==> src/rtl/dt_pkg.sv <==
// Shared sizes and FSM state encoding for the distance-transform result packer.
package dt_pkg;

  localparam int unsigned IMG_W   = 128;
  localparam int unsigned IMG_H   = 128;
  localparam int unsigned PIX_W   = 8;
  localparam int unsigned WORD_W  = 16;
  localparam int unsigned RES_AW  = $clog2(IMG_W * IMG_H);
  localparam int unsigned CNT_W   = $clog2(WORD_W);
  localparam int unsigned PK_AW   = RES_AW - CNT_W;
  localparam int unsigned FG_W    = RES_AW + 1;

  localparam logic [RES_AW-1:0] LAST_ADDR = RES_AW'(IMG_W * IMG_H - 1);
  localparam logic [PK_AW-1:0]  LAST_WORD = PK_AW'(IMG_W * IMG_H / WORD_W - 1);

  typedef enum logic [1:0] {IDLE, SCAN, DRAIN, FIN} state_t;

endpackage

==> src/rtl/dt_bit_packer.sv <==
// Collects a serial stream of pixel bits MSB-first into WORD_W-bit words.
module dt_bit_packer
  import dt_pkg::*;
(
  input  logic              clk,
  input  logic              rst,
  input  logic              clr,
  input  logic              valid,
  input  logic              pix_bit,
  output logic [WORD_W-1:0] word,
  output logic              word_valid
);

  logic [WORD_W-1:0] sr;
  logic [CNT_W-1:0]  cnt;

  // Word is published on the edge that consumes its last pixel.
  always_ff @(posedge clk or posedge rst) begin
    if (rst) begin
      sr         <= '0;
      cnt        <= '0;
      word       <= '0;
      word_valid <= 1'b0;
    end else begin
      word_valid <= 1'b0;
      if (clr) begin
        sr  <= '0;
        cnt <= '0;
      end else if (valid) begin
        sr  <= {sr[WORD_W-2:0], pix_bit};
        cnt <= cnt + 1'b1;
        if (cnt == CNT_W'(WORD_W - 1)) begin
          word       <= {sr[WORD_W-2:0], pix_bit};
          word_valid <= 1'b1;
        end
      end
    end
  end

endmodule

==> src/rtl/dt_res_packer.sv <==
// Scans the res RAM in raster order, thresholds each distance and writes packed
// binary words, counting foreground pixels along the way.
module dt_res_packer
  import dt_pkg::*;
(
  input  logic              clk,
  input  logic              reset,
  input  logic              start,
  input  logic [PIX_W-1:0]  thr,
  output logic              busy,
  output logic              done,
  output logic              res_rd,
  output logic [RES_AW-1:0] res_addr,
  input  logic [PIX_W-1:0]  res_di,
  output logic              pk_wr,
  output logic [PK_AW-1:0]  pk_addr,
  output logic [WORD_W-1:0] pk_do,
  output logic [FG_W-1:0]   fg_cnt
);

  state_t            state;
  logic [PIX_W-1:0]  thr_q;
  logic              rd_vld;
  logic [RES_AW-1:0] rd_addr_q;
  logic              pix_bit_c;
  logic              start_ok_c;

  assign pix_bit_c  = res_di > thr_q;
  assign start_ok_c = start && ((state == IDLE) || (state == FIN));

  dt_bit_packer u_packer (
    .clk        (clk),
    .rst        (reset),
    .clr        (start_ok_c),
    .valid      (rd_vld),
    .pix_bit    (pix_bit_c),
    .word       (pk_do),
    .word_valid (pk_wr)
  );

  // Control FSM, read address generator, read-valid pipe and foreground count.
  always_ff @(posedge clk or posedge reset) begin
    if (reset) begin
      state     <= IDLE;
      busy      <= 1'b0;
      done      <= 1'b0;
      res_rd    <= 1'b0;
      res_addr  <= '0;
      pk_addr   <= '0;
      fg_cnt    <= '0;
      thr_q     <= '0;
      rd_vld    <= 1'b0;
      rd_addr_q <= '0;
    end else begin
      rd_vld    <= res_rd;
      rd_addr_q <= res_addr;
      // Word address tracks the pixel that completes the word in the packer.
      if (rd_vld && (rd_addr_q[CNT_W-1:0] == CNT_W'(WORD_W - 1))) begin
        pk_addr <= rd_addr_q[RES_AW-1:CNT_W];
      end
      if (rd_vld && pix_bit_c) begin
        fg_cnt <= fg_cnt + 1'b1;
      end
      case (state)
        IDLE, FIN: begin
          if (start) begin
            thr_q    <= thr;
            fg_cnt   <= '0;
            done     <= 1'b0;
            busy     <= 1'b1;
            res_rd   <= 1'b1;
            res_addr <= '0;
            state    <= SCAN;
          end
        end
        SCAN: begin
          if (res_addr == LAST_ADDR) begin
            res_rd <= 1'b0;
            state  <= DRAIN;
          end else begin
            res_addr <= res_addr + 1'b1;
          end
        end
        DRAIN: begin
          if (pk_wr && (pk_addr == LAST_WORD)) begin
            busy  <= 1'b0;
            done  <= 1'b1;
            state <= FIN;
          end
        end
        default: state <= IDLE;
      endcase
    end
  end

endmodule

==> config.mk <==
export PLATFORM = sky130hd
export DESIGN_NAME = dt_res_packer
export DESIGN_NICKNAME = d
export VERILOG_FILES = /design/src/rtl/dt_pkg.sv /design/src/rtl/dt_bit_packer.sv /design/src/rtl/dt_res_packer.sv
export SDC_FILE = /design/constraint.sdc
export NUM_CORES = 1
export LEC_CHECK = 0
export ABC_CLOCK_PERIOD_IN_PS = 3500
export CAP_MARGIN = 15
export CORE_AREA = 2 2 105 117
export CTS_CLUSTER_DIAMETER = 50
export DETAILED_ROUTE_END_ITERATION = 10
export DIE_AREA = 0 0 107 119
export PLACE_DENSITY = 0.65
export SLEW_MARGIN = 10
export SYNTH_ARGS = -nofsm -noshare
export SYNTH_HDL_FRONTEND = slang
export SYNTH_SLANG_ARGS = --single-unit
export TNS_END_PERCENT = 20
==> constraint.sdc <==
create_clock -name clk -period 3.5 [get_ports clk]
set_input_delay 0.7 -clock clk [delete_from_list [all_inputs] [get_ports clk]]
set_output_delay 0.7 -clock clk [all_outputs]
set_load 0.02 [all_outputs]
==> results_dict.tcl <==
set metrics [dict create \
    ys_seq_elements 103 \
    pin_count 78 \
    start_util_pct 39.3 \
    synthToLayoutAreaGrowth_pct 27.5 \
    yosysWarnings 0 \
    final_core_util_pct 50.1 \
    synth_nets 438 \
    dr.first_iter.drc_count 97 \
    numCtsBuffers 9 \
    dr.pass1.iters 4 \
    die_y_um 119 \
    cts_htree_levels 3 \
    rows 42 \
    fin_nets 520 \
    min_period_ns 2.58 \
    slew_violations 0 \
    drive_gt1_share_pct 11.2 \
    max_cap_viol_count 0 \
    drt-met1-wl_um 4410 \
    fmax_mhz 387 \
    cts_resized 0 \
    slew_headroom_pct 47.3 \
    highest_layer "met4" \
    syn_inst 405 \
    wl_met3_um 345 \
    status "finished, final reports clean" \
    leakage_uw 0.00267 \
    grt_setup_unrepaired "false" \
    wl_per_cell_um 14.7 \
    fin_skew_ns 0.00857 \
    cts_tree "done" \
    crit_required_ns 3.76 \
    clock_latency_ns 0.33 \
    dp_slack_ns 0.587 \
    arrival_ns 2.84 \
    hold_class "flip-flop to flip-flop" \
    finalCritPeriodShare_pct 73.7 \
    ant_nets 0 \
    hold_violations 0 \
    cp-end-kind "flip-flop" \
    whs_ns 0.432 \
    die_area_um2 12700 \
    grt_max_degree 69 \
    cts_sinks 103 \
    grt_usage_pct 15.9 \
    synth_ff_type "dfrtp_1" \
    synth_cell_types 41 \
    grt_pass1_wl_um 16100 \
    num_vias 3335 \
    layout_commonest_cell "dfrtp_1" \
    syn_area_um2 4600 \
    n_antenna_cell 0 \
    tightest_slew_ns 0.769 \
    ys_seq_area_share_pct 56.0 \
    synth_edf_count 0 \
    cp-start-kind "primary input" \
    p_per_area_nw_per_um2 617 \
    post-cts-setup-buffers 0 \
    drc 0 \
    wl_met2_um 4700 \
    overflow 0 \
    tns_ns 0 \
    syn_avg_cell_area_um2 11.4 \
    hold_buffers 0 \
    hpwlAfterDp_um 6740 \
    clk_pin_slew_ns 0.06 \
    grt_pass1_vias 3270 \
    antenna_found_initial 0 \
    clockBufferDepth 2 \
    cts_root_buf "clkbuf_16" \
    vdd_ir_drop_max_mv 0.379 \
    async_reset_ff_share_pct 100 \
    die_w_um 107 \
    path_max_fanout 10 \
    worstSetupPathType "primary input to flip-flop" \
    worst_slack_ns 0.919 \
    gp_congestion 0.840 \
    final_cell_mix "dfrtp_1, clkdlybuf4s50_1, nand2_1" \
    core-area_um2 11700 \
    power_uw 3620 \
    vias_per_cell 5.16 \
    portBuffers 77 \
    setup-violations-final 0 \
    drt-total-wl_um 9520 \
]
## cells in the mapped netlist, types with 7 or more instances
cell type	instances	area, um2
ha_1	14	175
mux2_2	27	304
nand3_1	12	60.1
a21oi_1	11	55.1
dfrtp_1	103	2580
o21ai_0	14	70.1
clkbuf_1	7	26.3
nand2_1	42	158
inv_1	12	45.0
mux2i_1	30	300
nand2b_1	12	75.1
nand4_1	12	75.1
nor2_1	35	131
## kinds of logic after synthesis
kind of cell | synth area share [%]
XOR/XNOR | 2.09
flip-flops | 56.0
buffers and inverters | 2.28
AO/OA/AOI/OAI | 7.21
multiplexers | 13.1
adder cells (fa/ha/maj) | 3.81
AND/OR/NAND/NOR | 15.5
## path summary, 6_finish.rpt
check	depth (start not counted)	start	endpoint	slack (ns)
setup / recovery	7	res_di[6]	fg_cnt[8]	0.92
hold / removal	0	res_rd	rd_vld	0.43
setup reg to reg	7	state[1]	res_addr[13]	1.12
hold reg to reg	0	res_rd	rd_vld	0.43
max in group asynchronous	3	reset	fg_cnt[8]	1.91
min in group asynchronous	2	reset	res_addr[4]	0.88
## worst max-delay path, cell delays in order
cell and delay, ns:
clkdlybuf4s50_1 0.41, ha_1 0.32, nand4_1 0.20, nor2_1 0.17
a211o_1 0.38, or4_1 0.51, a21oi_1 0.15
## per-layer routing
metal | up-vias | track usage (%)
met4 | 0 | 4.38
met5 | - | 0
met1 | 1661 | 21.6
met2 | 72 | 25.7
li1 | 1596 | -
met3 | 6 | 3.50
## power by group
group	switching, uW	leakage [uW]	internal, uW
sequential	128	0.00140	1370
combinational	667	0.00112	444
clock	434	0.000147	581
## metrics by stage
| step | cell area, um2 | std cells |
|---|---|---|
| detailed placement | 5560 | 630 |
| CTS | 5870 | 646 |
| global route | 5870 | 646 |
| global placement | 5560 | 630 |
| floorplan | 4600 | 405 |
| finish | 5870 | 646 |
## sequential cells by signal (all words and copies together) (netlist names)
name                 cells
done                     1
u_packer.word_valid      1
fg_cnt                  15
rd_vld                   1
u_packer.word           16
busy                     1
res_addr                14
res_rd                   1
state                    2
pk_addr                 10
rd_addr_q               14
u_packer.cnt             4
thr_q                    8
u_packer.sr             15
## area by class of cell
cell class	instances	area, um2
fill	1098	5850
sequential	103	2580
multi-input combinational	277	1920
timing repair buffer	84	823
clock buffer	11	243
tap	154	193
clock inverter	5	63.8
inverter	12	47.5
(Power assumes the default switching activity.)
